### src/rtl/mac_pkg.sv
// Shared types and helpers for the mac_dot multiply-accumulate block.
package mac_pkg;

    typedef enum logic [1:0] {
        IDLE,
        ACC,
        DONE
    } state_t;

    // Upper clamp value for an accumulator of width aw; the caller keeps the low aw bits.
    function automatic logic [63:0] sat_hi(input int aw, input int sgn);
        if (sgn != 0) return (64'd1 << (aw - 1)) - 64'd1;
        if (aw >= 64) return '1;
        return (64'd1 << aw) - 64'd1;
    endfunction

    function automatic logic [63:0] sat_lo(input int aw, input int sgn);
        if (sgn != 0) return ~((64'd1 << (aw - 1)) - 64'd1);
        return '0;
    endfunction

endpackage

### src/rtl/mac_sat_add.sv
// Saturating adder: clamps to the accumulator range and flags when it did.
module mac_sat_add
    import mac_pkg::*;
#(
    parameter int AW  = 24,
    parameter int SGN = 0
) (
    input  logic [AW-1:0] x,
    input  logic [AW-1:0] y,
    output logic [AW-1:0] sum,
    output logic          clamp
);

    localparam logic [AW-1:0] HI = AW'(sat_hi(AW, SGN));
    localparam logic [AW-1:0] LO = AW'(sat_lo(AW, SGN));

    logic [AW:0]        wide_u;
    logic signed [AW:0] wide_s;
    logic               over;
    logic               neg;

    assign wide_u = {1'b0, x} + {1'b0, y};
    assign wide_s = $signed({x[AW-1], x}) + $signed({y[AW-1], y});

    always_comb begin
        if (SGN != 0) begin
            over = (wide_s[AW] != wide_s[AW-1]);
            neg  = wide_s[AW];
            sum  = wide_s[AW-1:0];
        end else begin
            over = wide_u[AW];
            neg  = 1'b0;
            sum  = wide_u[AW-1:0];
        end
        clamp = over;
        if (over) sum = neg ? LO : HI;
    end

endmodule

### src/rtl/mac_dot.sv
// Two-stage pipelined dot-product MAC: registered multiply, then saturating
// accumulate over LEN terms with a one-cycle completion pulse.
module mac_dot
    import mac_pkg::*;
#(
    parameter int DW  = 8,
    parameter int AW  = 24,
    parameter int LEN = 4,
    parameter int SGN = 0
) (
    input  logic          clk,
    input  logic          r,
    input  logic          in_valid,
    input  logic [DW-1:0] a,
    input  logic [DW-1:0] b,
    input  logic          clr,
    output logic [AW-1:0] acc,
    output logic          out_valid,
    output logic          ovf
);

    localparam int            CW   = (LEN > 1) ? $clog2(LEN) : 1;
    localparam logic [CW-1:0] LAST = CW'(LEN - 1);

    logic signed [2*DW-1:0] prod_s;
    logic [2*DW-1:0]        prod_u;
    logic [2*DW-1:0]        prod_p1;
    logic                   vld_p1;
    logic [AW-1:0]          ext_p1;
    logic [AW-1:0]          sum;
    logic                   clamp;
    logic [CW-1:0]          cnt;
    logic                   first;
    logic                   last;
    state_t                 state;
    state_t                 state_nx;

    assign prod_s = $signed({{DW{a[DW-1]}}, a}) * $signed({{DW{b[DW-1]}}, b});
    assign prod_u = {{DW{1'b0}}, a} * {{DW{1'b0}}, b};

    // Stage 1: register the product and its valid bit
    always_ff @(posedge clk) begin
        if (r || clr) begin
            vld_p1  <= 1'b0;
            prod_p1 <= '0;
        end else begin
            vld_p1 <= in_valid;
            if (in_valid) prod_p1 <= (SGN != 0) ? $unsigned(prod_s) : prod_u;
        end
    end

    always_comb begin
        ext_p1 = '0;
        ext_p1[2*DW-1:0] = prod_p1;
        for (int i = 2 * DW; i < AW; i++) ext_p1[i] = (SGN != 0) && prod_p1[2*DW-1];
    end

    assign first = (cnt == '0);
    assign last  = (cnt == LAST);

    // The first term of a vector loads rather than accumulates.
    mac_sat_add #(
        .AW (AW),
        .SGN(SGN)
    ) u_sat (
        .x    (first ? '0 : acc),
        .y    (ext_p1),
        .sum  (sum),
        .clamp(clamp)
    );

    always_comb begin
        state_nx = state;
        case (state)
            IDLE:    if (vld_p1) state_nx = last ? DONE : ACC;
            ACC:     if (vld_p1 && last) state_nx = DONE;
            DONE:    state_nx = vld_p1 ? (last ? DONE : ACC) : IDLE;
            default: state_nx = IDLE;
        endcase
    end

    always_ff @(posedge clk) begin
        if (r || clr) state <= IDLE;
        else          state <= state_nx;
    end

    // Stage 2: saturating accumulate and term counting
    always_ff @(posedge clk) begin
        if (r || clr) begin
            acc <= '0;
            ovf <= 1'b0;
            cnt <= '0;
        end else if (vld_p1) begin
            acc <= sum;
            ovf <= first ? clamp : (ovf | clamp);
            cnt <= last ? '0 : cnt + CW'(1);
        end
    end

    assign out_valid = (state == DONE);

endmodule

### config.mk
export PLATFORM = sky130hd
export DESIGN_NAME = mac_dot
export DESIGN_NICKNAME = d
export VERILOG_FILES = /design/src/rtl/mac_pkg.sv /design/src/rtl/mac_sat_add.sv /design/src/rtl/mac_dot.sv
export SDC_FILE = /design/constraint.sdc
export NUM_CORES = 1
export LEC_CHECK = 0
export CAP_MARGIN = 10
export CORE_MARGIN = 8
export CORE_UTILIZATION = 50
export DETAILED_ROUTE_END_ITERATION = 16
export HOLD_SLACK_MARGIN = 0.06
export PLACE_DENSITY = 0.71
export SETUP_SLACK_MARGIN = 0.4
export SYNTH_ARGS = -nofsm -noshare
export SYNTH_HDL_FRONTEND = slang
export SYNTH_SLANG_ARGS = --single-unit
### constraint.sdc
create_clock -name clk -period 7.2 [get_ports clk]
set_input_delay 1.8 -clock clk [delete_from_list [all_inputs] [get_ports clk]]
set_output_delay 1.8 -clock clk [all_outputs]
set_load 0.02 [all_outputs]
# Word-level counts from Yosys, hierarchy flattened
# Cells that the tools add are included.
totals:
  ff_bits: 46
  latch_bits: 0
  ramBits: 0
  rom_bits: 0
  input_bits: 20
  word_cells: 29
  n_memories: 0
op_classes:
  addsub: 2
  multipliers: 1
  n_div: 0
  n_lt_le_gt_ge: 0
  n_eq_ne: 5
  shift: 0
  mux: 9
  bitwise_logic: 1
  n_reduce_logical: 5
ops:
  columns: ["cell", "n"]
  rows:
  - ["24-bit 2-to-1 mux", 2]
  - ["24-bit by 16-bit adder with 25-bit output", 1]
  - ["8-bit by 8-bit multiplier with 16-bit output", 1]
  - ["2-bit 2-to-1 mux", 5]
  - ["2-bit one-hot mux with 3 select lines", 1]
  - ["2-bit equality test, second input constant", 2]
  - ["2-bit zero test", 2]
  - ["2-bit != test, second input constant", 2]
  - ["2-bit by 1-bit adder with 2-bit output, second input constant", 1]
  - ["2-bit by 1-bit equality test with 1-bit output, second input constant", 1]
  - ["2-bit AND reduction", 1]
  - ["1-bit logical AND", 1]
  - ["1-bit logical OR", 1]
  - ["1-bit 2-to-1 mux", 1]
  - ["1-bit OR", 1]

# Longest topological paths before layout
logic_depth:
  ltp_word: 5
  depth_mapped: 15
  depth_no_buf: 15

# Hierarchy
# A second synthesis with hierarchy kept.
hier_totals:
  cells_unflattened: 660
  hier_area_um2: 5515.3
modules_own_cells:
  columns: ["mod", "instances", "cells_per_inst", "area_per_inst_um2"]
  rows:
  - ["mac_dot", 1, 437, 3921.3]
  - ["mac_sat_add", 1, 223, 1594.0]

# Least setup slack after synthesis
# Ideal clock, no wire load.
synth_path:
  kind: "in2reg"
  from: "input port b[7]"
  to: "register prod_p1[15]"
  setup_time_ns: 0.074
  t_arrival_ns: 5.606
  t_required_ns: 7.126
  slack_ns: 1.520
  stages: 13
  cell_sequence: "and2_1 -> fa_1 -> fa_1 -> fa_1 -> inv_1 -> fa_1 -> inv_1 -> ha_1 -> or2_2 -> a21oi_1 -> a2111oi_0 -> or4_1 -> a31oi_1"
synth_via:
  elab_chain_len: 1
synth_lines:
  columns: ["element", "line_no", "source"]
  rows:
  - ["start, declared", "mac_dot.sv:15", "input logic [DW-1:0] b,"]
  - ["8-bit by 8-bit multiplier with 16-bit output", "mac_dot.sv:39", "assign prod_u = {{DW{1'b0}}, a} * {{DW{1'b0}}, b};"]
  - ["end signal, assigned", "mac_dot.sv:48", "if (in_valid) prod_p1 <= (SGN != 0) ? $unsigned(prod_s) : prod_u;"]
  - ["end, declared", "mac_dot.sv:27", "logic [2*DW-1:0] prod_p1;"]
# No other way between the ends.
# A chain may end at the register's enable or synchronous reset.

# Worst setup path in the final report
layout_path:
  from: "input port a[3]"
  to: "register prod_p1[15]"
layout_via:
  elab_chain_len: 1
layout_lines:
  columns: ["element", "line_no", "source"]
  rows:
  - ["start, declared", "mac_dot.sv:14", "input logic [DW-1:0] a,"]
  - ["8-bit by 8-bit multiplier with 16-bit output", "mac_dot.sv:39", null]
# No other way between the ends.

==> results_dict.tcl <==
set metrics [dict create \
    rows 36 \
    slew_headroom 0.2928 \
    synth_edf_count 0 \
    vias 4115 \
    cts_buffers 5 \
    cts-resized-gates 0 \
    async_reset_ff_frac 0 \
    die_y_um 115.2 \
    io_pins 46 \
    start_util 0.5080 \
    totalWireLength_mm 10.93 \
    overflow 0 \
    critPathMaxFanout 8 \
    synthesis.area_sq_um 4920 \
    grt_max_degree 31 \
    die_w_um 115.2 \
    yosysTopAreaCell "dfxtp_1" \
    fin_crit_ns 6.131 \
    final_core_util 0.5729 \
    grt_pass1_vias 4136 \
    antenna_found_initial 0 \
    worst_pin_slew_ns 1.060 \
    hold_ws_ns 0.4698 \
    route.detailed.drc 0 \
    ys_seq_area_frac 0.1872 \
    final-hold-violation-count 0 \
    synth_top_flop_cell "dfxtp_1" \
    maxCapViolations 0 \
    synth_top_cell_area_share 0.1872 \
    wl_per_cell_um 14.57 \
    first_iter_violations 244 \
    clockRootBuffer "clkbuf_8" \
    final_common_cell "inv_1" \
    syn_inst 581 \
    syn_area_per_cell_sq_um 8.468 \
    syn-num-nets 692 \
    fmax_ghz 0.1631 \
    power_density_nw_per_um2 169.6 \
    path_clk_slew_ns 0.08 \
    ir_drop_uv 71.08 \
    port_buffers 45 \
    hold_buffers 0 \
    track_usage 0.1706 \
    status "complete, no violations" \
    drive_gt1_frac 0.05348 \
    synth.yosys.warnings 0 \
    arrival_ns 6.36 \
    finalCritPeriodShare 0.8515 \
    die_area_sq_um 13270 \
    nFillCells 912 \
    hold_class "flip-flop to flip-flop" \
    worstSetupPathType "input pin to flip-flop" \
    synth_area_leaders "dfxtp_1, fa_1, ha_1, and2_1, inv_1" \
    gp_congestion 0.9220 \
    synth_cell_types 57 \
    rsz0062_at_grt "false" \
    syn2layout_area_growth_pct 12.77 \
    ant_nets 0 \
    htreeDepth 2 \
    worstSetupEndpointType "flip-flop" \
    grt_first_pass_wirelength_mm 18.80 \
    clock-skew-final_ns 0.006702 \
    required_ns 7.43 \
    clock_path_buffers 2 \
    firstDrtPassIters 4 \
    start_kind "input pin" \
    clock_latency_ns 0.30 \
    p_leak_uw 0.002397 \
    finalSetupTns_ns 0 \
    ys_seq_elements 46 \
    final_cell_mix "inv_1, ha_1, and2_1" \
    dpl.hpwl_mm 8.719 \
    clock-sinks 46 \
    cts_tree "yes" \
    setup_viol 0 \
    fin_nets 728 \
    core_sq_um 9684 \
    slew_viol_final 0 \
    post_cts_buffers 0 \
    antenna_cells 0 \
    via_per_inst 5.487 \
]
[flip-flops by register name, indices dropped and copies added, names as in the netlist]
signal and count:
prod_p1 16, acc 24, vld_p1 1, cnt 2, state 2, ovf 1
[synthesized netlist by cell type (4+ instances only)]
cell and count:
and2_1 49, a31oi_1 8, a211oi_1 12, xnor2_1 7
o211ai_1 5, inv_1 63, o21a_1 5, clkbuf_1 13
or3_1 4, dfxtp_1 46, nor3_1 8, nand3_1 12
xor2_1 10, a21oi_1 35, nand2_1 45, nor2b_1 19
mux2i_1 8, fa_1 37, a21o_1 17, o21ai_0 35
nor2_1 22, a21oi_2 10, ha_1 54
[per-layer routing]
layer / track usage / share of wire
met1: 0.2108 / 0.45
met5: 0 / 0
met3: 0.01628 / 0.039
met4: 0.03678 / 0.011
met2: 0.3118 / 0.50
[per-stage QoR]
stage          std cells  worst slack, ns  cell area, sq um  total power, uW
2_1_floorplan        581            1.520              4920            681.2
3_3_place_gp         743           0.8852              5468            778.1
3_5_place_dp         743           0.7933              5468            789.2
4_1_cts              750            1.100              5548            944.9
5_1_grt              750           0.7824              5548             1034
6_report             750            1.069              5548            940.7
[where the power goes]
group          internal (uW)  switching (uW)  leakage, uW
Sequential               269            10.6     0.000373
Clock                   66.8            88.3    0.0000373
Combinational            217             289      0.00199
[worst paths after layout]
check                     end  slack, ns        from  cells past startpoint
setup reg to reg      acc[15]       3.20      cnt[0]                     12
hold reg to reg    prod_p1[9]       0.47  prod_p1[9]                      2
hold / removal     prod_p1[9]       0.47  prod_p1[9]                      2
setup / recovery  prod_p1[15]       1.07        a[3]                     16
[cells by family (layout without fill, tap and decap cells)]
family	after synthesis	after routing	share of synthesized area
AOI/OAI and AO/OA	154	154	0.2111
xor gates and xnor gates	17	17	0.03026
adders and majority gates	91	91	0.2879
buffers and inverters	82	118	0.06663
DFF	46	46	0.1872
muxes	8	8	0.01628
and+or+nand+nor	183	183	0.2007
[worst max-delay path, cell delays in order]
cell and delay (ns):
clkdlybuf4s50_1 0.53, and2_1 0.25, fa_1 0.54, inv_1 0.05, fa_1 0.47, inv_1 0.05, fa_1 0.53, inv_1 0.05
fa_1 0.52, inv_1 0.04, ha_1 0.33, o21ai_0 0.25, a21o_1 0.15, a2111oi_0 0.12, or4_1 0.48, a31oi_1 0.18
[final cells by class]
class,count,area (sq um),share of cell area
well taps,133,166.4,0.03000
inverters,63,236.5,0.04263
clock buffers,6,72.57,0.01308
clock inverters,1,7.507,0.001353
multi-input cells,453,3671,0.6617
flip-flops and latches,46,920.9,0.1660
repair buffers,48,473.0,0.08525
Power figures use the tool's default switching activity.
